File: src/rtl/pdm_fade_pkg.sv
// Shared definitions for the PDM fade controller:
// scan FSM encoding and index-width helper.
package pdm_fade_pkg;

  typedef enum logic {
    S_IDLE = 1'b0,
    S_SCAN = 1'b1
  } scan_st_e;

  function automatic int idx_w(input int n);
    return (n > 1) ? $clog2(n) : 1;
  endfunction

endpackage

File: src/rtl/pdm_fade_step.sv
// Combinational clamp/step unit: moves cur toward
// tgt by step without overshoot.
module pdm_fade_step #(
  parameter int WIDTH = 8
) (
  input  logic [WIDTH-1:0] cur,
  input  logic [WIDTH-1:0] tgt,
  input  logic [WIDTH-1:0] step,
  output logic [WIDTH-1:0] nxt,
  output logic             reached
);

  logic [WIDTH:0] up;
  logic [WIDTH:0] gap;

  always_comb begin
    up  = {1'b0, cur} + {1'b0, step};
    gap = {1'b0, cur} - {1'b0, tgt};
    nxt = cur;
    if (step == '0) begin
      nxt = tgt;
    end else if (cur < tgt) begin
      nxt = (up >= {1'b0, tgt}) ? tgt : up[WIDTH-1:0];
    end else if (cur > tgt) begin
      nxt = ({1'b0, step} >= gap) ? tgt : cur - step;
    end
    reached = (cur != tgt) && (nxt == tgt);
  end

endmodule

File: src/rtl/pdm_fade_ctrl.sv
// Multi-channel fade controller: per-channel ramps
// driven by a prescaler and a round-robin scan FSM.
module pdm_fade_ctrl
  import pdm_fade_pkg::*;
#(
  parameter  int NCH       = 4,
  parameter  int WIDTH     = 8,
  parameter  int DIV_WIDTH = 16,
  localparam int IW        = idx_w(NCH)
) (
  input  logic                 clk,
  input  logic                 rst_n,
  input  logic                 cfg_en,
  input  logic [DIV_WIDTH-1:0] cfg_div,
  input  logic                 wr_stb,
  input  logic [IW-1:0]        wr_chan,
  input  logic [WIDTH-1:0]     wr_target,
  input  logic [WIDTH-1:0]     wr_step,
  output logic [NCH*WIDTH-1:0] val_out,
  output logic [NCH-1:0]       busy,
  output logic [NCH-1:0]       done_stb
);

  logic [DIV_WIDTH-1:0] cnt;
  logic                 tick;
  scan_st_e             state;
  logic [IW-1:0]        idx;
  logic                 pend;
  logic                 scan;
  logic                 last;

  logic [WIDTH-1:0] cur [NCH];
  logic [WIDTH-1:0] tgt [NCH];
  logic [WIDTH-1:0] stp [NCH];

  logic             wr_ok;
  logic             coll;
  logic [WIDTH-1:0] nxt;
  logic             reached;
  logic [NCH-1:0]   done_q;

  assign tick  = cfg_en && (cnt == '0);
  assign scan  = (state == S_SCAN);
  assign last  = (idx == IW'(NCH - 1));
  assign wr_ok = wr_stb && (32'(wr_chan) < NCH);
  assign coll  = wr_ok && scan && (wr_chan == idx);

  always_ff @(posedge clk or negedge rst_n) begin
    if (!rst_n) begin
      cnt <= '0;
    end else if (cfg_en) begin
      cnt <= (cnt == '0) ? cfg_div : cnt - 1'b1;
    end
  end

  // A tick during a scan is held in pend; the last
  // scan cycle then chains straight into a new scan.
  always_ff @(posedge clk or negedge rst_n) begin
    if (!rst_n) begin
      state <= S_IDLE;
      idx   <= '0;
      pend  <= 1'b0;
    end else begin
      unique case (state)
        S_IDLE: begin
          if (tick || pend) begin
            state <= S_SCAN;
            idx   <= '0;
            pend  <= 1'b0;
          end
        end
        S_SCAN: begin
          if (last) begin
            idx <= '0;
            if (pend) begin
              pend <= 1'b0;
            end else begin
              state <= S_IDLE;
              pend  <= tick;
            end
          end else begin
            idx <= idx + 1'b1;
            if (tick) pend <= 1'b1;
          end
        end
      endcase
    end
  end

  pdm_fade_step #(
    .WIDTH(WIDTH)
  ) u_step (
    .cur    (cur[idx]),
    .tgt    (tgt[idx]),
    .step   (stp[idx]),
    .nxt    (nxt),
    .reached(reached)
  );

  // A write to the channel under scan wins;
  // cur is then left alone for that pass.
  always_ff @(posedge clk or negedge rst_n) begin
    if (!rst_n) begin
      for (int i = 0; i < NCH; i++) begin
        cur[i] <= '0;
        tgt[i] <= '0;
        stp[i] <= '0;
      end
    end else begin
      for (int i = 0; i < NCH; i++) begin
        if (wr_ok && wr_chan == IW'(i)) begin
          tgt[i] <= wr_target;
          stp[i] <= wr_step;
        end else if (scan && idx == IW'(i)) begin
          cur[i] <= nxt;
        end
      end
    end
  end

  always_ff @(posedge clk or negedge rst_n) begin
    if (!rst_n) begin
      done_q <= '0;
    end else begin
      done_q <= '0;
      if (scan && !coll && reached) begin
        done_q[idx] <= 1'b1;
      end
    end
  end

  always_comb begin
    val_out = '0;
    busy    = '0;
    for (int i = 0; i < NCH; i++) begin
      val_out[i*WIDTH +: WIDTH] = cur[i];
      busy[i] = (cur[i] != tgt[i]);
    end
  end

  assign done_stb = done_q;

endmodule

File: config.mk
export PLATFORM = sky130hd
export DESIGN_NAME = pdm_fade_ctrl
export DESIGN_NICKNAME = d
export VERILOG_FILES = /design/src/rtl/pdm_fade_pkg.sv /design/src/rtl/pdm_fade_step.sv /design/src/rtl/pdm_fade_ctrl.sv
export SDC_FILE = /design/constraint.sdc
export NUM_CORES = 1
export LEC_CHECK = 0
export ABC_AREA = 1
export BUFFER_PORTS_ARGS = -buffer_cell sky130_fd_sc_hd__buf_4
export CELL_PAD_IN_SITES_DETAIL_PLACEMENT = 1
export CELL_PAD_IN_SITES_GLOBAL_PLACEMENT = 1
export CORE_MARGIN = 2
export CORE_UTILIZATION = 48
export CTS_CLUSTER_DIAMETER = 200
export CTS_CLUSTER_SIZE = 10
export DETAILED_ROUTE_END_ITERATION = 8
export GPL_ROUTABILITY_DRIVEN = 0
export HOLD_SLACK_MARGIN = 0.1
export PLACE_DENSITY_LB_ADDON = 0.12
export REMOVE_ABC_BUFFERS = 1
export SETUP_SLACK_MARGIN = 0.02
export SLEW_MARGIN = 5
export SYNTH_ARGS = -nofsm -noshare
export SYNTH_HDL_FRONTEND = slang
export SYNTH_SLANG_ARGS = --single-unit
File: constraint.sdc
create_clock -name clk -period 5.8 [get_ports clk]
set_clock_uncertainty 0.1 [all_clocks]
set_input_delay 0.58 -clock clk [delete_from_list [all_inputs] [get_ports clk]]
set_output_delay 0.58 -clock clk [all_outputs]
set_load 0.005 [all_outputs]
Word-level counts from Yosys, hierarchy flattened
Cells that the tools add are included.
- flip-flop bits (word level): 120
- input port bits: 38
- output and inout bits: 40
- logic and storage cells: 106
- add/subtract/negate cells: 5
- $lt $le $gt $ge: 7
- eq/ne operators: 15
- multiplexer cells: 30
- bitwise logic cells: 6
- reduce and logical (&&, ||, !) cells: 26
- operators by type and width (cell ; number):
    $mux W8 ; 11
    $bmux W8 S2 ; 3
    $ne A8 B8 Y1 ; 5
    $logic_not A16 Y1 ; 1
    $mux W16 ; 1
    $sub A16 B1 Y16 const B ; 1
    $logic_and A1 B1 Y1 ; 15
    $reduce_and A2 Y1 ; 5
    $add A8 B8 Y9 ; 1
    $ge A8 B9 Y1 ; 1
    $ge A9 B8 Y1 ; 1
    $sub A8 B8 Y9 ; 1
    $eq A2 B2 Y1 const B ; 4
    $eq A8 B8 Y1 ; 1
    $gt A8 B8 Y1 ; 1
    $logic_not A8 Y1 ; 1
    $lt A8 B8 Y1 ; 1
    $mux W1 ; 8
    $sub A8 B8 Y8 ; 1
    $not A1 Y1 ; 5
    $eq A2 B1 Y1 const B ; 2
    $logic_not A2 Y1 ; 2
    $mux W2 ; 2
    $mux W4 ; 1
    other kinds (13) ; 14

Logic depth before layout (Yosys ltp)
Gate-level depths: netlist of run 1.
- word-level depth: 14
- mapped depth: 35
- mapped depth without buffers: 32

Modules after synthesis
A second synthesis of run 1 with hierarchy kept.
- cell total of the unflattened synthesis: 1145
- area total of the unflattened synthesis: 8358.0 um2
- by module, submodules not included (module ; instances ; cells each ; area an instance (um2) ; sequential area each (um2)):
    pdm_fade_ctrl ; 1 ; 766 ; 6158.4 ; 3002.9
    pdm_fade_step ; 1 ; 379 ; 2199.6 ; 0.0

Worst setup path after synthesis of run 1
OpenSTA, ideal clock, no wires.
- path type: register to register
- start point: reg idx[0]
- end point: reg cur, in the netlist val_out[6]
- setup time: 0.125 ns
- arrival: 3.766 ns
- data required time: 5.575 ns
- setup slack: 1.810 ns
- cell stages (with the launch flop): 29
- path buffers: 3
- clock period less this slack: 3.990 ns
- cell sequence: dfrtp_1 > buf_6 > inv_6 > buf_6 > buf_6 > o21ai_0 > o22ai_1 > ha_1 > inv_1 > nand3_1 > nand3_1 > xor2_1 > inv_1 > ha_1 > nand2_1 > nor2_1 > nand2_1 > nand3_1 > nand2_1 > nand2_1 > nand2_1 > nand2_4 > inv_2 > nor2_1 > nor2_1 > nor2_1 > nand2_1 > o21ai_1 > mux2_2
- cells in the longest elaborated chain, start to end: 10
- elaborated cells between the ends (all ways): 26
- those cells by class: 3 x add/sub; 4 x order compare; 14 x mux; 1 x bitwise; 4 x reduce/logical
- RTL lines (what ; line ; RTL):
    start, declared ; pdm_fade_ctrl.sv:27 ; logic [IW-1:0] idx;
    start signal, assigned ; pdm_fade_ctrl.sv:82 ; idx <= idx + 1'b1;
    $not A2 Y3 (implied by the code) ; pdm_fade_ctrl.sv:93, pdm_fade_ctrl.sv:94, pdm_fade_ctrl.sv:95 ;
    $bmux W8 S2 (on tied branches) ; pdm_fade_ctrl.sv:93, pdm_fade_ctrl.sv:94 ;
    $mux W8 (on tied branches) (2 in a row) ; pdm_fade_ctrl.sv:93, pdm_fade_ctrl.sv:94 ;
    $sub A8 B8 Y9 ; pdm_fade_step.sv:18 ; gap = {1'b0, cur} - {1'b0, tgt};
    $ge A8 B9 Y1 ; pdm_fade_step.sv:25 ; nxt = ({1'b0, step} >= gap) ? tgt : cur - step;
    $mux W8 ; pdm_fade_step.sv:25 ;
    $mux W8 ; pdm_fade_step.sv:24 ; end else if (cur > tgt) begin
    $mux W8 ; pdm_fade_step.sv:22 ; end else if (cur < tgt) begin
    $mux W8 ; pdm_fade_step.sv:20 ; if (step == '0) begin
    end signal, assigned by index ; pdm_fade_ctrl.sv:115 ; cur[i] <= nxt;
    end, declared ; pdm_fade_ctrl.sv:32 ; logic [WIDTH-1:0] cur [NCH];
Several ways; a longest one is shown, not always the timed one. The select of a mux whose other input is x is not followed.
A chain may end at the register's enable or synchronous reset.

Final worst setup path of run 1
- start point: reg idx[0]
- end point: reg cur, in the netlist val_out[7]
The elaborated chain is that of the path after synthesis.

==> impl_metrics.json, run 1 <==
{
  "fillerInstances": 2152,
  "hp-class": "in -> async",
  "worst-r2r-setup-slack_ps": 860,
  "layout-drive-gt1-share": 0.1436,
  "crit_top_cell": "nand2_1",
  "post_cts_buffers": 0,
  "post_drt_wl_per_cell_um": 19.38,
  "setup_tns_ps": 0,
  "synth_area_leader_cell": "dfrtp_1",
  "final_util": 0.5724,
  "drt.antenna.violating_nets": 0,
  "ys_ff_latch": 120,
  "clk_latency_ps": 450,
  "synth_compound_area_frac": 0.1423,
  "synth_enable_flop_cells": 0,
  "grt_pass1_vias": 8237,
  "gr-total-overflow": 0,
  "clk_path_buf_depth": 2,
  "crit_arrival_ps": 5220,
  "cts_htree_levels": 4,
  "grt_usage": 0.3114,
  "fin_crit_ps": 4939,
  "hold_viol": 0,
  "fin_crit_sh": 0.8516,
  "hpwl_mm": 18.88,
  "ys_top_cells_by_area": "dfrtp_1, nand2_1, ha_1",
  "clkTransAtPathRegs_ps": 60,
  "synth_xor_xnor_area_share": 0.05299,
  "avgSynthCellArea_um2": 7.472,
  "crit_fanout": 18,
  "wirelength_mm": 27.22,
  "die-area_mm2": 0.01828,
  "antenna_found_initial": 0,
  "reg2reg_to": "val_out[7]",
  "port_buffers": 77,
  "maxCapViolCount": 0,
  "ios": 78,
  "clock_sink_count": 120,
  "diodes": 0,
  "synth_top_family_by_area": "simple AND/OR/NAND/NOR gates",
  "rows": 47,
  "max_freq_mhz": 202.5,
  "worstSetupPathType": "reg -> reg",
  "layout.nets": 1257,
  "cts.repair.resized": 0,
  "tightest_slew_ps": 1106,
  "dr.pass1.iters": 6,
  "cts_inserted_buffers": 17,
  "async_flop_share": 1.000,
  "cp-start-kind": "register",
  "synth_commonest_cells": "nand2_1, dfrtp_1, inv_1, o21ai_0, nand3_1",
  "cts_root_buf": "clkbuf_16",
  "cp_slowest_stage_delay_ps": 590,
  "rsz0062_at_grt": "false",
  "synth-seq-area-share": 0.3634,
  "cts_tree": "yes",
  "yosys-mux-area-fraction": 0.01771,
  "final-setup-viol-count": 0,
  "drv_slew": 0,
  "grt_max_degree": 74,
  "netlist_area_mm2": 0.008264,
  "vias": 7952,
  "cts_hold_buf": 0,
  "syn2layout_area_growth_pct": 15.69,
  "reg2reg_depth": 28,
  "yosys.cell_count.top_type": "nand2_1",
  "via_per_inst": 5.664,
  "synthFlopType": "dfrtp_1",
  "worstSetupEndpointType": "register",
  "synth.distinct_cells": 49,
  "cp_slowest_cell": "dfrtp_2",
  "synthAdderAreaFrac": 0.07540,
  "grt_pass1_wl_mm": 43.66,
  "crit_required_ps": 6080,
  "relSlewSlack": 0.2598,
  "die_h_um": 135.2,
  "drt_iter0_drc": 530,
  "synth_top_area_frac": 0.3634,
  "drc": 0,
  "core_area_mm2": 0.01670,
  "outcome": "complete, no violations",
  "initial_utilization": 0.4948,
  "yosysWarnings": 0,
  "synth_simple_gate_area_frac": 0.2572,
  "synthCells": 1106,
  "r2r-start": "idx[0]",
  "die_w_um": 135.2
}
## final cells by class
type | instances | area [um^2] | share of cell area
sequential | 120 | 3004 | 0.3142
timing repair buffer | 89 | 668.1 | 0.06989
clock inverter | 15 | 192.7 | 0.02015
clock buffer | 17 | 425.4 | 0.04450
inverter | 128 | 485.5 | 0.05078
tap | 220 | 275.3 | 0.02879
multi-input combinational | 815 | 4509 | 0.4717
## how the worst max path moves through the flow
stage / cells after the start / endpoint / startpoint
6_report: 28 / val_out[7] / idx[0]
5_1_grt: 31 / done_stb[2] / idx[0]
4_1_cts: 28 / val_out[7] / idx[0]
3_5_place_dp: 33 / done_stb[1] / idx[0]
3_3_place_gp: 28 / val_out[5] / idx[0]
2_1_floorplan: 27 / done_stb[0] / idx[0]
## registers in the layout, indices dropped and copies added, names as in the netlist
| signal | flops |
|---|---|
| scan | 1 |
| tgt | 32 |
| done_stb | 4 |
| pend | 1 |
| cnt | 16 |
| stp | 32 |
| val_out | 32 |
| idx | 2 |
## stage by stage
stage                     hold WS [ps]  std cells  worst slack [ps]  area [um^2]
after floorplan                  184.4       1063              1113         7998
after global placement           365.5       1372              1060         8942
after detailed placement         376.1       1372             957.3         8942
after CTS                        225.9       1404             917.0         9560
after global routing             246.4       1404             398.9         9560
final                            166.3       1404             860.7         9560
## worst max-delay path: cells and delay by family, from the launching register on
family / cells / cell delay (ps)
and+or+nand+nor: 15 / 1370
adders and majority gates: 3 / 910
AOI/OAI and AO/OA: 3 / 890
buffers and inverters: 5 / 670
DFF: 1 / 590
muxes: 1 / 250
xor gates and xnor gates: 1 / 100
## kinds of logic (layout without fill, tap and decap cells)
group	after synthesis	count (layout)
AND/OR/NAND/NOR	501	501
AO/OA/AOI/OAI	203	203
flip-flops	120	120
multiplexers	13	13
buffers and inverters	171	249
adder cells (fa/ha/maj)	48	48
XOR/XNOR	50	50
## placed cells by master (no fill, tap or decap), types with 4 or more instances in the layout
cell type and instances:
mux2_2 13, nand4_1 16, o22ai_1 10, o21ai_0 101
nand3_1 81, xor2_1 22, a32oi_2 5, buf_4 89
nand2_2 5, nor2_1 67, ha_1 45, xnor2_1 28
a21oi_1 41, clkbuf_16 17, clkinv_4 4, o211ai_1 7
nand2_1 310, nor3_2 5, o21ai_1 18, inv_1 116
inv_2 11, dfrtp_1 119
## per-layer routing
metal / wire length [um] / GRT usage / vias to the layer above
met5: 0 / 0 / -
met4: 702 / 0.1186 / 0
met3: 1489 / 0.06622 / 57
met2: 12850 / 0.5034 / 245
met1: 12170 / 0.4119 / 3890
li1: - / - / 3760
Power of run 1 is not shown: default switching activity piles up to over one toggle a cycle in this logic, so the estimate is an artifact.
==> run 2, diff against run 1 <==
--- a/config.mk
+++ b/config.mk
@@ -5,12 +5,11 @@
 export SDC_FILE = /design/constraint.sdc
 export NUM_CORES = 1
 export LEC_CHECK = 0
-export ABC_AREA = 1
 export BUFFER_PORTS_ARGS = -buffer_cell sky130_fd_sc_hd__buf_4
 export CELL_PAD_IN_SITES_DETAIL_PLACEMENT = 1
 export CELL_PAD_IN_SITES_GLOBAL_PLACEMENT = 1
 export CORE_MARGIN = 2
-export CORE_UTILIZATION = 48
+export CORE_UTILIZATION = 50
 export CTS_CLUSTER_DIAMETER = 200
 export CTS_CLUSTER_SIZE = 10
 export DETAILED_ROUTE_END_ITERATION = 8
==> impl_metrics.json, run 2 <==
{
  "outcome": "complete, no violations",
  "ios": 78,
  "final_common_cell": "dfrtp_1",
  "fin_crit_sh": 0.9455,
  "worstSetupPathType": "reg -> reg",
  "die_w_um": 131.6,
  "clkTransAtPathRegs_ps": 60,
  "yosys.cell_count.top_type": "dfrtp_1",
  "diodes": 0,
  "rsz0062_at_grt": "false",
  "max_freq_mhz": 182.4,
  "seqCellArea_mm2": 0.003004,
  "ys_ff_latch": 120,
  "rows": 46,
  "synth_enable_flop_cells": 0,
  "fin_crit_ps": 5484,
  "yosysWarnings": 0,
  "cts_htree_levels": 4,
  "maxCapViolCount": 0,
  "multi_input_area_mm2": 0.004876,
  "layout.nets": 941,
  "post_drt_wl_per_cell_um": 25.25,
  "drt_iter0_drc": 430,
  "hold_viol": 0,
  "die-area_mm2": 0.01732,
  "core_area_mm2": 0.01589,
  "relSlewSlack": 0.2989,
  "crit_arrival_ps": 5680,
  "drv_slew": 0,
  "syn2layout_area_growth_pct": 19.06,
  "grt_usage": 0.3253,
  "synth_top_area_frac": 0.3689,
  "netlist_area_mm2": 0.008140,
  "reg2reg_depth": 19,
  "final.setup.worst_slack_ps": 316.1,
  "hpwl_mm": 19.56,
  "cp-start-kind": "register",
  "gr-total-overflow": 0,
  "avgSynthCellArea_um2": 10.56,
  "synth-seq-area-share": 0.3689,
  "cts_tree": "yes",
  "drc": 0,
  "endpoint": "val_out[26]",
  "clk_latency_ps": 420,
  "grt_pass1_vias": 7610,
  "async_flop_share": 1.000,
  "critPathLaunch": "idx[0]",
  "synth_commonest_cells": "dfrtp_1, mux2_2, nand2_1, a21oi_1, ha_1",
  "reg2reg_to": "val_out[26]",
  "synth_area_leader_cell": "dfrtp_1",
  "final_cell_mix": "dfrtp_1, buf_4, mux2_2",
  "grt_pass1_wl_mm": 43.43,
  "synth.distinct_cells": 73,
  "die_h_um": 131.6,
  "port_buffers": 77,
  "initial_utilization": 0.5124,
  "cts_inserted_buffers": 17,
  "synthFlopType": "dfrtp_1",
  "crit_required_ps": 5990,
  "tightest_slew_ps": 1048,
  "ys_top_cells_by_area": "dfrtp_1, mux2_2, ha_1",
  "layout-drive-gt1-share": 0.3203,
  "pre_cts_ws_ps": -124.0,
  "hold_slack_ps": 129.4,
  "worst-r2r-setup-slack_ps": 320,
  "vias": 6933,
  "grt_max_degree": 62,
  "via_per_inst": 6.396,
  "hp-class": "in -> async",
  "post_cts_buffers": 0,
  "fillerInstances": 1747,
  "cts_root_buf": "clkbuf_16",
  "drt.antenna.violating_nets": 0,
  "antenna_found_initial": 0,
  "wirelength_mm": 27.37,
  "clock_sink_count": 120,
  "clk_path_buf_depth": 2,
  "final-setup-viol-count": 0,
  "dr.pass1.iters": 5,
  "setup_tns_ps": 0,
  "synthCells": 771,
  "crit_fanout": 29,
  "final_util": 0.6101,
  "r2r-start": "idx[0]",
  "worstSetupEndpointType": "register"
}
[run 2: per-layer routing]
metal	up-vias	track usage	routed length (um)
met5	-	0	0
met4	0	0.1413	913
met3	63	0.06134	1706
met2	284	0.5332	13390
met1	3569	0.4219	11360
li1	3017	-	-
[run 2: cell type report]
cell class / count / area share
Multi-Input combinational cell: 579 / 0.5031
Sequential cell: 120 / 0.3100
Timing Repair Buffer: 101 / 0.07952
Clock buffer: 18 / 0.04531
Tap cell: 216 / 0.02789
Clock inverter: 14 / 0.02027
Inverter: 36 / 0.01394
[run 2: per-stage QoR]
step / std cells / area (um^2)
finish: 1084 / 9692
global route: 1084 / 9692
CTS: 1084 / 9667
detailed placement: 1052 / 9025
global placement: 1052 / 9025
floorplan: 735 / 7979
[run 2: how the worst min path moves through the flow]
stage / to / slack [ps] / cells past startpoint / start
final: tgt[5] / 130 / 1 / rst_n
after global routing: tgt[5] / 180 / 1 / rst_n
after CTS: stp[2] / 160 / 1 / rst_n
after detailed placement: stp[12] / 390 / 1 / stp[12]
after global placement: cnt[5] / 370 / 2 / cnt[5]
after floorplan: cnt[0] / 180 / 0 / rst_n
[run 2: logic make-up (layout without fill, tap and decap cells)]
kind of cell / after synthesis / after routing / share of synthesized area
simple gates: 188 / 188 / 0.1182
compound gates: 172 / 172 / 0.1463
mux: 126 / 126 / 0.2052
flops: 120 / 120 / 0.3689
buf+inv: 72 / 169 / 0.03643
fa+ha+maj: 48 / 48 / 0.07655
xor+xnor: 45 / 45 / 0.04842
[run 2: worst max-delay path, cell delays in order, from the launching register on]
cell	delay [ps]
dfrtp_1	370
buf_12	240
mux4_2	670
inv_1	150
ha_1	260
nand2b_1	190
a221oi_2	350
o21ai_0	130
nor2b_1	160
xnor2_1	220
inv_1	70
ha_1	220
a211oi_1	190
o21ai_0	120
o221a_2	340
or3_1	460
a211o_1	340
a31oi_1	220
o22ai_1	190
mux2_2	310
[run 2: repair_timing]
action	CTS	global route
gates resized for setup	2	5
cloned	0	0
setup endpoints to repair	20	30
hold buffers	0	0
Power of run 2 is left out for the same reason.
==> run 3, diff against run 2 <==
--- a/config.mk
+++ b/config.mk
@@ -15,7 +15,7 @@
 export DETAILED_ROUTE_END_ITERATION = 8
 export GPL_ROUTABILITY_DRIVEN = 0
 export HOLD_SLACK_MARGIN = 0.1
-export PLACE_DENSITY_LB_ADDON = 0.12
+export PLACE_DENSITY_LB_ADDON = 0.1
 export REMOVE_ABC_BUFFERS = 1
 export SETUP_SLACK_MARGIN = 0.02
 export SLEW_MARGIN = 5
==> impl_metrics.json, run 3 (synthesis results as in run 2) <==
{
  "outcome": "complete, no violations",
  "cts_root_buf": "clkbuf_16",
  "wirelength_mm": 28.81,
  "post_drt_wl_per_cell_um": 26.24,
  "hold_viol": 0,
  "final_cell_mix": "dfrtp_1, buf_4, mux2_2",
  "drt.antenna.violating_nets": 0,
  "drv_slew": 0,
  "relSlewSlack": 0.3200,
  "syn2layout_area_growth_pct": 19.40,
  "fillerInstances": 1757,
  "die_w_um": 131.6,
  "vias": 7054,
  "final-setup-viol-count": 0,
  "cts_tree": "yes",
  "gr-total-overflow": 0,
  "clk_path_buf_depth": 2,
  "grt_pass1_vias": 7690,
  "r2r-start": "idx[0]",
  "cts_inserted_buffers": 17,
  "core_area_mm2": 0.01589,
  "worstSetupPathType": "reg -> reg",
  "multi_input_area_mm2": 0.004868,
  "drt_iter0_drc": 503,
  "die-area_mm2": 0.01732,
  "hpwl_mm": 20.20,
  "cp-start-kind": "register",
  "ios": 78,
  "drc": 0,
  "via_per_inst": 6.424,
  "worstSetupEndpointType": "register",
  "worst-r2r-setup-slack_ps": 280,
  "whs_endpoint": "stp[2]",
  "seqCellArea_mm2": 0.003004,
  "dr.pass1.iters": 5,
  "tightest_slew_ps": 1016,
  "fin_crit_sh": 0.9518,
  "final_util": 0.6118,
  "holdPathStages": 2,
  "final_common_cell": "dfrtp_1",
  "diodes": 0,
  "max_freq_mhz": 181.1,
  "initial_utilization": 0.5124,
  "reg2reg_depth": 19,
  "grt_pass1_wl_mm": 44.68,
  "crit_arrival_ps": 5720,
  "cts_htree_levels": 4,
  "port_buffers": 77,
  "clock_sink_count": 120,
  "fin_crit_ps": 5521,
  "layout-drive-gt1-share": 0.3265,
  "place_area_mm2": 0.009066,
  "hp-class": "in -> reg",
  "clkTransAtPathRegs_ps": 60,
  "grt_usage": 0.3381,
  "crit_fanout": 12,
  "grt_max_degree": 77,
  "final_area_mm2": 0.009719,
  "reg2reg_to": "done_stb[1]",
  "maxCapViolCount": 0,
  "rows": 46,
  "crit_required_ps": 6000,
  "antenna_found_initial": 0,
  "layout.nets": 955,
  "die_h_um": 131.6,
  "clk_latency_ps": 430,
  "min_from": "wr_step[2]"
}
-- run 3: changes by cell type in the layout (fill, tap and decap cells not counted), sizes merged --
| cell | before | now |
|---|---|---|
| buf | 101 | 114 |
| dlygate4sd3 | 0 | 1 |
| clkinv | 5 | 4 |
| inv | 38 | 40 |
| bufinv | 4 | 1 |
| clkbuf | 18 | 20 |
-- run 3: worst max path at each step --
stage            from          end  slack [ps]  cells after the start
2_1_floorplan  idx[0]  done_stb[0]         200                     19
3_5_place_dp   idx[0]  done_stb[1]         230                     21
4_1_cts        idx[0]  done_stb[1]         170                     21
6_report       idx[0]  done_stb[1]         280                     19
5_1_grt        idx[0]  done_stb[1]         -10                     22
3_3_place_gp   idx[0]  done_stb[2]         260                     21
-- run 3: per-layer routing --
layer | global-route usage | up-vias | part of all wire
met5 | 0 | - | 0
met4 | 0.1564 | 0 | 0.044
met3 | 0.06597 | 88 | 0.059
met2 | 0.5538 | 307 | 0.48
met1 | 0.4333 | 3609 | 0.41
li1 | - | 3050 | -
-- run 3: critical path, cell delays in order, from the launching register on --
cell       delay [ps]
dfrtp_2           390
buf_4             270
mux4_2            680
buf_4             200
buf_4             130
fa_1              460
a31o_1            240
a21o_1            200
a21oi_1           180
xnor2_1           150
ha_1              270
a21o_1            170
a221oi_1          330
o21ai_2           200
and2_4            230
o311a_4           370
a2111oi_4         320
nor4_1            120
a41oi_2           270
nor2_1             90
-- run 3: what timing repair did --
action,4_1_cts,5_1_grt
hold buffers,1,0
gates resized for setup,0,5
buffers inserted,0,6
hold endpoints to repair,44,0
setup endpoints to repair,0,17
-- run 3: area by class of cell --
cell class,instances,area share
multi-input cells,579,0.5009
flip-flops and latches,120,0.3091
repair buffers,115,0.08947
clock buffers,20,0.04699
well taps,216,0.02781
inverters,36,0.01390
clock inverters,12,0.01184
-- run 3: per-stage QoR --
step           TNS [ps]  worst slack, ps  std cells  hold slack (ps)
2_1_floorplan         0            204.0        735            184.4
3_3_place_gp          0            263.9       1059            374.9
3_5_place_dp          0            225.1       1059            387.4
4_1_cts               0            167.0       1092            305.6
5_1_grt          -14.36           -14.36       1098            316.3
6_report              0            279.5       1098            310.5
Power of run 3 is left out for the same reason.
